`src/rtl/pipe_ctrl_pkg.sv`:
```
// pipe_ctrl_pkg: shared state encoding, register constants and parameter defaults for the pipeline controller
package pipe_ctrl_pkg;
  typedef enum logic [1:0] {IDLE, RUN, MEM_WAIT} pipe_state_e;
  localparam logic [4:0] REG_ZERO = 5'd0;
  localparam int CNT_W_DEF = 32;
  localparam int TIMEOUT_DEF = 64;
  function automatic logic reg_hit(input logic [4:0] rd, input logic [4:0] rs);
    return rd != REG_ZERO && rd == rs;
  endfunction
endpackage

```
`src/rtl/pipe_ctrl_if.sv`:
```
// pipe_ctrl_if: datapath-to-controller hazard inputs and stage-control outputs
interface pipe_ctrl_if;
  logic [4:0] id_rs1_i, id_rs2_i, ex_rd_i, mem_rd_i;
  logic id_branch_i, id_eq_i, ex_memread_i, ex_regwrite_i, mem_memread_i, mem_req_i, mem_ready_i;
  logic pc_write_o, ifid_write_o, ifid_flush_o, idex_bubble_o, pipe_freeze_o;
  modport master(
    output id_rs1_i, id_rs2_i, ex_rd_i, mem_rd_i, id_branch_i, id_eq_i, ex_memread_i,
           ex_regwrite_i, mem_memread_i, mem_req_i, mem_ready_i,
    input  pc_write_o, ifid_write_o, ifid_flush_o, idex_bubble_o, pipe_freeze_o
  );
  modport slave(
    input  id_rs1_i, id_rs2_i, ex_rd_i, mem_rd_i, id_branch_i, id_eq_i, ex_memread_i,
           ex_regwrite_i, mem_memread_i, mem_req_i, mem_ready_i,
    output pc_write_o, ifid_write_o, ifid_flush_o, idex_bubble_o, pipe_freeze_o
  );
endinterface

```
`src/rtl/pipe_hazard_detect.sv`:
```
// pipe_hazard_detect: load-use and branch-operand dependency comparators (x0 never matches)
module pipe_hazard_detect import pipe_ctrl_pkg::*; (
  input  logic [4:0] rs1,
  input  logic [4:0] rs2,
  input  logic [4:0] ex_rd,
  input  logic [4:0] mem_rd,
  input  logic       id_branch,
  input  logic       ex_memread,
  input  logic       ex_regwrite,
  input  logic       mem_memread,
  output logic       lu,
  output logic       br
);
  logic ex_hit, mem_hit;
  assign ex_hit = reg_hit(ex_rd, rs1) | reg_hit(ex_rd, rs2);
  assign mem_hit = reg_hit(mem_rd, rs1) | reg_hit(mem_rd, rs2);
  assign lu = ex_memread & ex_hit;
  assign br = id_branch & ((ex_regwrite & ex_hit) | (mem_memread & mem_hit));
endmodule

```
`src/rtl/pipe_ctrl.sv`:
```
// pipe_ctrl: pipeline stall/flush/freeze controller with run gating and memory-wait timeout.
// Define PIPE_CTRL_PERF_EN to build the saturating stall/flush/freeze counters; otherwise they read 0.
module pipe_ctrl import pipe_ctrl_pkg::*; #(
  parameter int CNT_W   = CNT_W_DEF,
  parameter int TIMEOUT = TIMEOUT_DEF
) (
  input  logic             clk_i,
  input  logic             rst_i,
  input  logic             start_i,
  pipe_ctrl_if.slave       bus,
  output logic             err_o,
  output logic [CNT_W-1:0] stall_cnt_o,
  output logic [CNT_W-1:0] flush_cnt_o,
  output logic [CNT_W-1:0] freeze_cnt_o
);
  localparam int WW = TIMEOUT > 1 ? $clog2(TIMEOUT) : 1;
  localparam logic [WW-1:0] W_LAST = WW'(TIMEOUT - 1);
  pipe_state_e state, state_nx;
  logic [WW-1:0] wcnt;
  logic lu, br, stall, wait_mem, tmo, run, freeze, stall_act, flush_act;
  pipe_hazard_detect u_hazard (
    .rs1(bus.id_rs1_i), .rs2(bus.id_rs2_i), .ex_rd(bus.ex_rd_i), .mem_rd(bus.mem_rd_i),
    .id_branch(bus.id_branch_i), .ex_memread(bus.ex_memread_i),
    .ex_regwrite(bus.ex_regwrite_i), .mem_memread(bus.mem_memread_i),
    .lu(lu), .br(br)
  );
  assign stall = lu | br;
  assign wait_mem = bus.mem_req_i & ~bus.mem_ready_i;
  assign tmo = state == MEM_WAIT && wcnt == W_LAST;
  assign run = state != IDLE;
  always_ff @(posedge clk_i)
    if (rst_i) state <= IDLE;
    else state <= state_nx;
  // an outstanding access must be released before start_i can drop the pipeline to IDLE
  always_comb begin
    state_nx = state;
    unique case (state)
      IDLE:     state_nx = start_i ? RUN : IDLE;
      RUN:      state_nx = wait_mem ? MEM_WAIT : start_i ? RUN : IDLE;
      MEM_WAIT: state_nx = (bus.mem_ready_i | tmo) ? RUN : MEM_WAIT;
      default:  state_nx = IDLE;
    endcase
  end
  always_comb begin
    freeze = run & wait_mem & ~tmo;
    stall_act = run & ~freeze & stall;
    flush_act = run & ~freeze & ~stall & bus.id_branch_i & bus.id_eq_i;
    bus.pc_write_o = run & ~freeze & ~stall;
    bus.ifid_write_o = run & ~freeze & ~stall;
    bus.ifid_flush_o = flush_act;
    bus.idex_bubble_o = ~run | stall_act;
    bus.pipe_freeze_o = freeze;
  end
  // wait counter is held at zero outside MEM_WAIT, so it starts from zero on every entry
  always_ff @(posedge clk_i)
    if (rst_i) begin
      wcnt <= '0;
      err_o <= 1'b0;
    end else begin
      wcnt <= state == MEM_WAIT ? wcnt + 1'b1 : '0;
      if (tmo) err_o <= 1'b1;
    end
`ifdef PIPE_CTRL_PERF_EN
  logic [CNT_W-1:0] stall_q, flush_q, freeze_q;
  always_ff @(posedge clk_i)
    if (rst_i) begin
      stall_q <= '0;
      flush_q <= '0;
      freeze_q <= '0;
    end else begin
      stall_q <= stall_q + CNT_W'(stall_act && !(&stall_q));
      flush_q <= flush_q + CNT_W'(flush_act && !(&flush_q));
      freeze_q <= freeze_q + CNT_W'(freeze && !(&freeze_q));
    end
  assign stall_cnt_o = stall_q;
  assign flush_cnt_o = flush_q;
  assign freeze_cnt_o = freeze_q;
`else
  assign stall_cnt_o = '0;
  assign flush_cnt_o = '0;
  assign freeze_cnt_o = '0;
`endif
endmodule

```
`src/flat_wrapper.sv`:
```
// flat-port wrapper written by rule: the top's interface ports become plain ports
module pipe_ctrl_flat import pipe_ctrl_pkg::*;
#(
  parameter int CNT_W   = CNT_W_DEF,
  parameter int TIMEOUT = TIMEOUT_DEF
)
  (clk_i, rst_i, start_i, err_o, stall_cnt_o, flush_cnt_o, freeze_cnt_o, bus_id_rs1_i, bus_id_rs2_i, bus_ex_rd_i, bus_mem_rd_i, bus_id_branch_i, bus_id_eq_i, bus_ex_memread_i, bus_ex_regwrite_i, bus_mem_memread_i, bus_mem_req_i, bus_mem_ready_i, bus_pc_write_o, bus_ifid_write_o, bus_ifid_flush_o, bus_idex_bubble_o, bus_pipe_freeze_o);
  pipe_ctrl_if bus_i ();
  input  logic clk_i;
  input  logic rst_i;
  input  logic start_i;
  output logic err_o;
  output logic [CNT_W-1:0] stall_cnt_o;
  output logic [CNT_W-1:0] flush_cnt_o;
  output logic [CNT_W-1:0] freeze_cnt_o;
  input wire logic [$bits(bus_i.id_rs1_i)-1:0] bus_id_rs1_i;
  input wire logic [$bits(bus_i.id_rs2_i)-1:0] bus_id_rs2_i;
  input wire logic [$bits(bus_i.ex_rd_i)-1:0] bus_ex_rd_i;
  input wire logic [$bits(bus_i.mem_rd_i)-1:0] bus_mem_rd_i;
  input wire logic [$bits(bus_i.id_branch_i)-1:0] bus_id_branch_i;
  input wire logic [$bits(bus_i.id_eq_i)-1:0] bus_id_eq_i;
  input wire logic [$bits(bus_i.ex_memread_i)-1:0] bus_ex_memread_i;
  input wire logic [$bits(bus_i.ex_regwrite_i)-1:0] bus_ex_regwrite_i;
  input wire logic [$bits(bus_i.mem_memread_i)-1:0] bus_mem_memread_i;
  input wire logic [$bits(bus_i.mem_req_i)-1:0] bus_mem_req_i;
  input wire logic [$bits(bus_i.mem_ready_i)-1:0] bus_mem_ready_i;
  output wire logic [$bits(bus_i.pc_write_o)-1:0] bus_pc_write_o;
  output wire logic [$bits(bus_i.ifid_write_o)-1:0] bus_ifid_write_o;
  output wire logic [$bits(bus_i.ifid_flush_o)-1:0] bus_ifid_flush_o;
  output wire logic [$bits(bus_i.idex_bubble_o)-1:0] bus_idex_bubble_o;
  output wire logic [$bits(bus_i.pipe_freeze_o)-1:0] bus_pipe_freeze_o;
  assign bus_i.id_rs1_i = bus_id_rs1_i;
  assign bus_i.id_rs2_i = bus_id_rs2_i;
  assign bus_i.ex_rd_i = bus_ex_rd_i;
  assign bus_i.mem_rd_i = bus_mem_rd_i;
  assign bus_i.id_branch_i = bus_id_branch_i;
  assign bus_i.id_eq_i = bus_id_eq_i;
  assign bus_i.ex_memread_i = bus_ex_memread_i;
  assign bus_i.ex_regwrite_i = bus_ex_regwrite_i;
  assign bus_i.mem_memread_i = bus_mem_memread_i;
  assign bus_i.mem_req_i = bus_mem_req_i;
  assign bus_i.mem_ready_i = bus_mem_ready_i;
  assign bus_pc_write_o = bus_i.pc_write_o;
  assign bus_ifid_write_o = bus_i.ifid_write_o;
  assign bus_ifid_flush_o = bus_i.ifid_flush_o;
  assign bus_idex_bubble_o = bus_i.idex_bubble_o;
  assign bus_pipe_freeze_o = bus_i.pipe_freeze_o;
  pipe_ctrl #(.CNT_W(CNT_W), .TIMEOUT(TIMEOUT)) u_core (.clk_i(clk_i), .rst_i(rst_i), .start_i(start_i), .bus(bus_i), .err_o(err_o), .stall_cnt_o(stall_cnt_o), .flush_cnt_o(flush_cnt_o), .freeze_cnt_o(freeze_cnt_o));
endmodule
```
`config.mk`:
```
export PLATFORM = sky130hd
export DESIGN_NAME = pipe_ctrl_flat
export DESIGN_NICKNAME = d
export VERILOG_FILES = /design/src/rtl/pipe_ctrl_pkg.sv /design/src/rtl/pipe_ctrl_if.sv /design/src/rtl/pipe_hazard_detect.sv /design/src/rtl/pipe_ctrl.sv /design/src/flat_wrapper.sv
export SDC_FILE = /design/constraint.sdc
export NUM_CORES = 1
export LEC_CHECK = 0
export ABC_AREA = 1
export CAP_MARGIN = 5
export CORE_UTILIZATION = 35
export DETAILED_ROUTE_END_ITERATION = 10
export PLACE_DENSITY = 0.95
export SLEW_MARGIN = 20
export SYNTH_ARGS = -nofsm -noshare
export SYNTH_HDL_FRONTEND = slang
export SYNTH_SLANG_ARGS = --single-unit
```
`constraint.sdc`:
```
create_clock -name clk_i -period 3.8 [get_ports clk_i]
set_clock_uncertainty 0.1 [all_clocks]
set_input_delay 0.76 -clock clk_i [delete_from_list [all_inputs] [get_ports clk_i]]
set_output_delay 0.76 -clock clk_i [all_outputs]
set_load 0.05 [all_outputs]
```
# Word level (Yosys, flattened, before mapping)
# Cells that the tools add are included.
[word_totals]
ff_bits = 9
out_inout_bits = 102
word_cells = 49
inputBits = 30
[classes]
n_eq_ne = 7
n_bitwise = 24
reduce_logical = 10
add_sub_neg = 1
muxes = 4
[ops]
columns = ["operator", "n"]
rows = [
  ["equality test 5 bit", 4],
  ["bitwise AND 1 bit", 12],
  ["nonzero test 5 bit", 2],
  ["adder 6 x 1 -> 6 bit (second input constant)", 1],
  ["equality test 6 bit (second input constant)", 1],
  ["NOT 1 bit", 6],
  ["OR 1 bit", 6],
  ["case mux 2 bit (3 select lines)", 1],
  ["logical AND 1 bit", 5],
  ["2-to-1 mux 2 bit", 2],
  ["equality test 2 x 1 -> 1 bit (second input constant)", 1],
  ["equality test 2 bit (second input constant)", 1],
  ["logical NOT 2 bit", 1],
  ["nonzero test 2 bit", 1],
  ["OR reduction 2 bit", 1],
  ["2-to-1 mux 1 bit", 1],
]

# Longest topological paths before layout
# Gate-level depths: netlist (run 1).
[depth]
depth_word = 11
mapped_depth = 11
mapped_depth_nobuf = 11

# By module
# Synthesis (run 1) repeated with hierarchy kept, for this count alone.
[unflattened]
hier_cells = 245
area_unflattened_um2 = 1564.0
[modules_own_cells]
columns = ["module", "cells_each", "instances", "area_per_inst_um2"]
rows = [
  ["pipe_ctrl", 158, 1, 1172.4],
  ["pipe_hazard_detect", 87, 1, 391.6],
]

# Least setup slack after synthesis (run 1)
# No wires, ideal clock.
[synth_timing]
path_kind = "input to output"
from = "input port bus_mem_req_i"
to = "output port bus_idex_bubble_o"
t_arrival_ns = 2.033
path_stages = 7
slack_ns = 0.907
cell_sequence = "inv_1 nor2_1 nand2_2 nor2_1 inv_2 nand2_1 inv_1"
[synth_between]
elab_chain_cells = 7
[synth_lines]
columns = ["element", "line_no", "source"]
rows = [
  ["start: declaration", "flat_wrapper.sv:25", "input wire logic [$bits(bus_i.mem_req_i)-1:0] bus_mem_req_i;"],
  ["bitwise AND 1 bit", "pipe_ctrl.sv:28", "assign wait_mem = bus.mem_req_i & ~bus.mem_ready_i;"],
  ["bitwise AND 1 bit (2 in a row)", "pipe_ctrl.sv:45", "freeze = run & wait_mem & ~tmo;"],
  ["named net bus_pipe_freeze_o", "flat_wrapper.sv:31", "output wire logic [$bits(bus_i.pipe_freeze_o)-1:0] bus_pipe_freeze_o;"],
  ["NOT 1 bit", "pipe_ctrl.sv:46", "stall_act = run & ~freeze & stall;"],
  ["bitwise AND 1 bit (2 in a row)", "pipe_ctrl.sv:46", ""],
  ["OR 1 bit", "pipe_ctrl.sv:51", "bus.idex_bubble_o = ~run | stall_act;"],
  ["end: declaration", "flat_wrapper.sv:30", "output wire logic [$bits(bus_i.idex_bubble_o)-1:0] bus_idex_bubble_o;"],
]
# The timed path passes the listed nets, and every way through them passes these cells.

# Worst setup path in the final report (run 1)
[layout_timing]
from = "input port bus_mem_ready_i"
to = "output port bus_pipe_freeze_o"
[layout_between]
elab_chain_cells = 4
[layout_lines]
columns = ["element", "line_no", "source"]
rows = [
  ["start: declaration", "flat_wrapper.sv:26", "input wire logic [$bits(bus_i.mem_ready_i)-1:0] bus_mem_ready_i;"],
  ["NOT 1 bit", "pipe_ctrl.sv:28", ""],
  ["bitwise AND 1 bit", "pipe_ctrl.sv:28", ""],
  ["bitwise AND 1 bit (2 in a row)", "pipe_ctrl.sv:45", ""],
  ["end: declaration", "flat_wrapper.sv:31", ""],
]
# Every way passes these cells.

==> results.ini, run 1 <==
[hold_path]
hold_path_class=flip-flop to flip-flop
hp-start=u_core.wcnt[0]

[synthesis]
netlist_instances=244
ys_warn_count=0
async_flop_share_pct=0
synth_cell_type_count=22
synth_seq_cells=9
syn_area_um2=1560
synth_edf_count=0
ys_seq_area_share_pct=11.6
postSynthAreaPerCell_um2=6.37
ys.flop_type=dfxtp_1

[floorplan]
start_util_pct=37.5
die_h_um=68.7
fp.dieW_um=68.7
coreArea_um2=4140
pin_count=132
die-area_um2=4710
fp-row-count=23

[clock_tree]
cts_hold_buf=0
clock_latency_ns=0.23
cts_sinks=9
cts_tree=built
clock-root-buffer=clkbuf_8
ctsResizeCount=0
htree_levels=1
clockBufferDepth=2
cts_buffers=3
clk_pin_slew_ns=0.04
cts_setup_buffers=0

[layout]
fin_nets=313
synthToLayoutAreaGrowth_pct=4.91
drive_gt1_share_pct=8.54
fin_util_pct=39.4
instances_no_fill=331
n_antenna_cell=0

[pwr]
peakVddDrop_mv=0.186
power_leakage_uw=0.000924
p_per_area_nw_per_um2=315

[placement]
globalplace.congestion=0.776
dp_hpwl_mm=2.32
place_ws_ns=0.436
place_inst=327
portBuffers=35

[timing]
finalSetupViolations=0
tns_ns=0
relSlewSlack_pct=66.9
hold_viol=0
setup_slack_ns=0.443
slew_viol_final=0
rsz0062_at_grt=false
fmax_mhz=298
worst_slew_pin_slew_ns=0.495
min_period_ns=3.36
finalCritPeriodShare_pct=88.3

[worst_setup_path]
cp_slowest_cell=clkdlybuf4s50_1
crit_type=input pin to output port
cp_top_family=buffers and inverters
cp-end-kind=output port
startpoint_type=input pin
r2r-start=u_core.wcnt[0]
critical_path_buf_inv_count=2
cp_cell_sequence=clkdlybuf4s50_1 -> nor2_1 -> nand2_2 -> nor2_1 -> clkdlybuf4s50_1
crit_required_ns=2.94
startpoint=bus_mem_ready_i
crit_path_max_incr_delay_ns=0.83
cp.arrival_ns=2.50
crit_fanout=3

[route]
finalWirelength_mm=2.70
drtIter0Drc=24
drc=0
vias=1214
first_pass_iters=4
routedWlPerCell_um=8.15
viasPerCell=3.67
ant_nets=0

[job]
drv_cap=0

[global_route]
grt_antenna_before_repair=0
grt_pass1_wl_mm=3.71
grt_pass1_vias=946
grt.overflow.total=0
track_usage_pct=10.5
grt_max_degree=6

[outcome]
outcome=complete, no violations

## state kept, by name (all words and copies together), names as in the netlist
| signal | cells |
|---|---|
| u_core.state | 2 |
| u_core.err_o | 1 |
| u_core.wcnt | 6 |
## report_power, final
group          leakage, uW  switching [uW]  total, uW  internal [uW]
combinational     0.000829             258        306           48.9
sequential       0.0000728            1.24       97.0           95.8
clock            0.0000228            37.8        111           73.1
## layout by cell type, fill, tap and decap left out, types with 3 or more instances in the layout
cell              n
inv_2             8
conb_1           96
clkdlybuf4s50_1  31
xor2_1            5
clkbuf_8          3
dfxtp_1           9
inv_1            25
nand2_1          43
nor2_1           19
nand3_1          11
a21oi_1           5
nand2_2           3
xnor2_1           4
buf_4             4
## synthesized netlist by cell type (3+ instances only)
cell type / n / share of area (%)
buf_4: 97 / 47
nand2_1: 43 / 10
inv_1: 25 / 6.0
nor2_1: 19 / 4.6
nand3_1: 11 / 3.5
dfxtp_1: 9 / 12
inv_2: 8 / 1.9
a21oi_1: 5 / 1.6
xor2_1: 5 / 2.8
xnor2_1: 4 / 2.3
nand2_2: 3 / 1.2
## area by class of cell
type	count	area, um^2
repair buffers	35	340
clock buffers	4	45.0
multi-input cells	200	880
inverters	33	124
well taps	50	62.6
flip-flops and latches	9	180
fillers	456	2510
## path summary, 6_finish.rpt
kind | endpoint | cells after the start | slack (ns)
worst min register to register | u_core.wcnt[0] | 1 | 0.34
worst max register to register | u_core.state[0] | 8 | 2.46
worst max-delay path | bus_pipe_freeze_o | 5 | 0.44
worst min-delay path | u_core.wcnt[0] | 1 | 0.34
## metal layers
layer	global-route usage, %	wire (um)	vias to the layer above
met3	1.48	235	6
met5	0	0	-
met1	10.8	947	528
li1	-	-	612
met4	5.47	42	0
met2	20.3	1470	68
## per-stage QoR
| stage | area [um^2] | hold slack, ns | total power, uW |
|---|---|---|---|
| after global placement | 1590 | 0.329 | 402 |
| after detailed placement | 1590 | 0.343 | 403 |
| final | 1630 | 0.344 | 514 |
| after global routing | 1630 | 0.384 | 541 |
| after floorplan | 1910 | 0.318 | 432 |
| after CTS | 1630 | 0.349 | 516 |
## cell families (layout without fill, tap and decap cells)
kind of cell	count (synthesis)	in the layout	synth area share (%)
DFF	9	9	11.6
xor gates and xnor gates	9	9	5.07
AOI/OAI and AO/OA	10	10	3.46
adders and majority gates	1	1	0.804
other	1	96	0.241
and+or+nand+nor	84	84	24.1
buffers and inverters	130	72	54.8
Note: power is estimated with default switching activity, not from simulation.
==> inputs of run 2 (changes only) <==
--- a/config.mk
+++ b/config.mk
@@ -10,6 +10,7 @@
 export CORE_UTILIZATION = 35
 export DETAILED_ROUTE_END_ITERATION = 10
 export PLACE_DENSITY = 0.95
+export REMOVE_ABC_BUFFERS = 1
 export SLEW_MARGIN = 20
 export SYNTH_ARGS = -nofsm -noshare
 export SYNTH_HDL_FRONTEND = slang
==> results.ini, run 2 (synthesis gave the netlist of run 1 again) <==
[layout]
layout_commonest_cell=conb_1
synthToLayoutAreaGrowth_pct=4.91  ; unchanged
top_regs=u_core.wcnt (6), u_core.state (2), u_core.err_o (1)
largest_reg_flops=6  ; unchanged
fillers=451  ; -1.1%
top_register=u_core.wcnt
drive_gt1_share_pct=8.54  ; unchanged
fin_area_um2=1630  ; unchanged
fin_nets=313  ; unchanged
n_antenna_cell=0  ; unchanged
layout_common_cells=96 x conb_1, 43 x nand2_1, 31 x clkdlybuf4s50_1, 25 x inv_1, 19 x nor2_1

[pwr]
combPwrFrac_pct=59.6  ; about the same
switchingPower_uw=295  ; -0.51%
seq_power_share_pct=18.9  ; about the same
swShare_pct=57.5  ; -0.12 points
p_per_area_nw_per_um2=314  ; -0.31%
peakVddDrop_mv=0.140  ; -25%
power_leakage_uw=0.000924  ; unchanged
clkPwrFrac_pct=21.5  ; about the same
p_int_uw=218  ; about the same

[clock_tree]
clock-root-buffer=clkbuf_8
cts_sinks=9  ; unchanged
clk_pin_slew_ns=0.04  ; about the same
htree_levels=1  ; unchanged
ctsResizeCount=0  ; unchanged
cts_tree=built
clock_latency_ns=0.23  ; about the same
cts_setup_buffers=0  ; unchanged
cts_hold_buf=0  ; unchanged
cts_buffers=3  ; unchanged
clockBufferDepth=2  ; unchanged

[floorplan]
fp.dieW_um=68.7  ; unchanged
pin_count=132  ; unchanged
fp-row-count=23  ; unchanged
coreArea_um2=4140  ; unchanged
start_util_pct=37.5  ; unchanged
die_h_um=68.7  ; unchanged
die-area_um2=4710  ; unchanged

[timing]
finalCritPeriodShare_pct=89.4  ; +1.0 points
hold_viol=0  ; unchanged
slew_viol_final=0  ; unchanged
fmax_mhz=294  ; -1.1%
finalSetupViolations=0  ; unchanged
rsz0062_at_grt=false
min_period_ns=3.40  ; +0.0387 ns
tns_ns=0  ; unchanged

[worst_setup_path]
crit_fanout=3  ; unchanged
cp-end-kind=output port
crit_type=input pin to output port
crit_required_ns=2.94  ; about the same
cp_cell_sequence=clkdlybuf4s50_1 -> inv_1 -> nor2_1 -> nand2_2 -> nor2_1 -> clkdlybuf4s50_1
crit_path_max_incr_delay_ns=0.83  ; about the same
cp.arrival_ns=2.54  ; +0.04 ns
startpoint_type=input pin
cp_slowest_cell=clkdlybuf4s50_1

[job]
drv_cap=0  ; unchanged

[route]
drtIter0Drc=22  ; -8.3%
first_pass_iters=4  ; unchanged
routedWlPerCell_um=7.44  ; -8.7%
ant_nets=0  ; unchanged
finalWirelength_mm=2.46  ; -8.7%
drc=0  ; unchanged
viasPerCell=3.47  ; -5.4%
vias=1148  ; -5.4%

[global_route]
grt_pass1_vias=805  ; -15%
track_usage_pct=9.18  ; -1.3 points
grt_antenna_before_repair=0  ; unchanged
grt_max_degree=6  ; unchanged
grt_pass1_wl_mm=3.17  ; -15%
grt.overflow.total=0  ; unchanged

[placement]
dp_hpwl_mm=2.27  ; -1.9%
placed_area_um2=1590  ; unchanged
portBuffers=35  ; unchanged
globalplace.congestion=0.764  ; -1.6%

[outcome]
outcome=complete, no violations

[hold_path]
hold_path_class=flip-flop to flip-flop

run 2: final cells by class:
cell class                      count  area [um^2]  area share, %
Timing Repair Buffer               35          340           20.9
Multi-Input combinational cell    200          880           53.9
Tap cell                           50         62.6           3.83
Inverter                           33          124           7.59
Sequential cell                     9          180           11.0
Clock buffer                        4         45.0           2.76
run 2: metrics by stage:
stage / setup WS [ns] / cells / hold slack [ns] / util (%) / total power [uW]
global route: 0.296 / 331 / 0.362 / 39.4 / 539
CTS: 0.396 / 331 / 0.342 / 39.4 / 514
global placement: 0.432 / 327 / 0.327 / 38.3 / 400
detailed placement: 0.397 / 327 / 0.336 / 38.3 / 402
finish: 0.404 / 331 / 0.339 / 39.4 / 513
floorplan: 0.907 / 242 / 0.318 / - / 352
run 2: worst max-delay path: cells and delay by family:
family                 cells  cell delay (ns)
buffers and inverters      3             1.31
AND/OR/NAND/NOR            3             0.46
run 2: final timing paths:
check                               startpoint                end  slack, ns  cells past startpoint
worst max-delay path             bus_mem_req_i  bus_pipe_freeze_o       0.40                      6
worst min-delay path            u_core.wcnt[0]     u_core.wcnt[0]       0.34                      1
worst max register to register  u_core.wcnt[0]    u_core.state[1]       2.49                      8
worst min register to register  u_core.wcnt[0]     u_core.wcnt[0]       0.34                      1
run 2: power groups by stage:
stage          Sequential, uW  Combinational (uW)  Clock [uW]
3_5_place_dp             98.7                 304           0
5_1_grt                  97.0                 324         117
3_3_place_gp             98.7                 302           0
6_report                 97.1                 305         110
2_1_floorplan            98.5                 254           0
4_1_cts                  97.1                 304         113
run 2: layer usage:
metal | up-vias | share of wire (%) | routed length [um] | GRT usage, %
met5 | - | 0 | 0 | 0
met1 | 474 | 35 | 857 | 9.30
met2 | 61 | 53 | 1290 | 17.0
met4 | 0 | 1.4 | 34 | 3.91
li1 | 610 | - | - | -
met3 | 3 | 11 | 277 | 2.96
==> inputs of run 3 (changes only) <==
--- a/config.mk
+++ b/config.mk
@@ -7,9 +7,9 @@
 export LEC_CHECK = 0
 export ABC_AREA = 1
 export CAP_MARGIN = 5
-export CORE_UTILIZATION = 35
+export CORE_UTILIZATION = 33
 export DETAILED_ROUTE_END_ITERATION = 10
-export PLACE_DENSITY = 0.95
+export PLACE_DENSITY = 0.92
 export REMOVE_ABC_BUFFERS = 1
 export SLEW_MARGIN = 20
 export SYNTH_ARGS = -nofsm -noshare
==> constraint.sdc (replaced) <==
create_clock -name clk_i -period 3.5 [get_ports clk_i]
set_clock_uncertainty 0.1 [all_clocks]
set_input_delay 0.7 -clock clk_i [delete_from_list [all_inputs] [get_ports clk_i]]
set_output_delay 0.7 -clock clk_i [all_outputs]
set_load 0.05 [all_outputs]
==> results.ini, run 3 (synthesis gave the netlist of run 1 again) <==
[outcome]
outcome=finished, violations left
violations=DRC

[layout]
largest_reg_flops=6  ; unchanged
layout_common_cells=96 x conb_1, 43 x nand2_1, 30 x clkdlybuf4s50_1, 25 x inv_1, 19 x nor2_1
top_register=u_core.wcnt
top_regs=u_core.wcnt (6), u_core.state (2), u_core.err_o (1)
drive_gt1_share_pct=8.90  ; +0.36 points
layout_commonest_cell=conb_1
synthToLayoutAreaGrowth_pct=8.13
fin_area_um2=1680  ; +3.1%
fin_nets=313  ; unchanged
n_antenna_cell=0  ; unchanged

[route]
routedWlPerCell_um=7.67  ; +3.1%
ant_nets=0  ; unchanged
vias=1192  ; +3.8%
first_pass_iters=7  ; +3
finalWirelength_mm=2.56  ; +3.7%
viasPerCell=3.58  ; +3.2%
drtIter0Drc=48  ; +120%
drc=16  ; +16

[clock_tree]
clockBufferDepth=2  ; unchanged
cts_setup_buffers=0  ; unchanged
cts_tree=built
cts_sinks=9  ; unchanged
cts_hold_buf=0  ; unchanged
cts_buffers=3  ; unchanged
clock-root-buffer=clkbuf_8
clk_pin_slew_ns=0.04  ; about the same
clock_latency_ns=0.23  ; about the same
htree_levels=1  ; unchanged
ctsResizeCount=0  ; unchanged

[floorplan]
fp.dieW_um=70.7  ; +2.9%
die_h_um=70.7  ; +2.9%
coreArea_um2=4440  ; +7.2%
die-area_um2=4990  ; +5.9%
fp-row-count=24  ; +4.3%
pin_count=132  ; unchanged
start_util_pct=35.0  ; -2.5 points

[worst_setup_path]
crit_fanout=4  ; +1
crit_required_ns=2.70  ; -0.24 ns
cp-end-kind=output port
cp.arrival_ns=2.24  ; -0.30 ns
startpoint_type=input pin
crit_type=input pin to output port

[timing]
slew_viol_final=0  ; unchanged
finalCritPeriodShare_pct=86.8
tns_ns=0  ; unchanged
rsz0062_at_grt=false
min_period_ns=3.04
finalSetupViolations=0  ; unchanged
hold_viol=0  ; unchanged
fmax_mhz=329

[placement]
dp_hpwl_mm=2.30  ; +1.2%
globalplace.congestion=0.805  ; +5.3%
placed_area_um2=1640  ; +3.2%
portBuffers=35  ; unchanged

[global_route]
grt.overflow.total=0  ; unchanged
track_usage_pct=9.22  ; +0.046 points
met2_usage_pct=18.3  ; +1.3 points
grt_antenna_before_repair=0  ; unchanged
grt-busiest-layer=met2
grt_pass1_vias=942  ; +17%
grt_pass1_wl_mm=3.77  ; +19%
met1_usage_pct=9.73  ; +0.43 points
grt_max_degree=6  ; unchanged
grt_use_met3_pct=0.997  ; -2.0 points

[pwr]
power_leakage_uw=0.000941  ; +1.8%
p_per_area_nw_per_um2=338  ; +7.6%
peakVddDrop_mv=0.165  ; +18%

[hold_path]
hold_path_class=flip-flop to flip-flop

[job]
drv_cap=0  ; unchanged

run 3: changes by cell type in the layout (fill, tap and decap cells not counted), sizes merged:
cell / before / now
clkdlybuf4s50: 31 / 30
buf: 4 / 5
run 3: power by group:
group	switching [uW]	internal (uW)
Clock	41.3	79.4
Sequential	1.28	104
Combinational	281	61.3
run 3: path summary, 6_finish.rpt:
check                  from          endpoint  slack (ns)  cells past startpoint
max          bus_ex_rd_i[2]  bus_ifid_write_o        0.46                      9
min          u_core.wcnt[0]    u_core.wcnt[0]        0.34                      1
min reg2reg  u_core.wcnt[0]    u_core.wcnt[0]        0.34                      1
max reg2reg  u_core.wcnt[0]   u_core.state[0]        2.19                      8
run 3: final cells by class:
| class | count | area, um^2 |
|---|---|---|
| Fill cell | 481 | 2760 |
| Sequential cell | 9 | 180 |
| Inverter | 33 | 124 |
| Timing Repair Buffer | 35 | 388 |
| Multi-Input combinational cell | 200 | 880 |
| Clock buffer | 4 | 45.0 |
| Tap cell | 52 | 65.1 |
run 3: per-layer routing:
layer	vias up	wire length, um
met1	523	924
met3	3	177
li1	610	-
met2	56	1420
met4	0	29
met5	-	0
run 3: through the flow:
| stage | hold WS, ns | std cells | setup WS (ns) | total power, uW | utilization (%) |
|---|---|---|---|---|---|
| CTS | 0.346 | 333 | 0.418 | 572 | 37.8 |
| detailed placement | 0.337 | 329 | 0.426 | 448 | 36.8 |
| global route | 0.372 | 333 | 0.302 | 591 | 37.8 |
| global placement | 0.326 | 329 | 0.486 | 446 | 36.8 |
| floorplan | 0.318 | 242 | 0.727 | 383 | - |
| finish | 0.338 | 333 | 0.463 | 569 | 37.8 |
run 3: worst max-delay path, cell delays in order:
cell and delay, ns:
clkdlybuf4s50_1 0.48, nor3_1 0.26, nand3_1 0.12, o21ai_1 0.09, inv_1 0.06, nand2_2 0.08, nand4_2 0.11, inv_1 0.17
buf_12 0.16
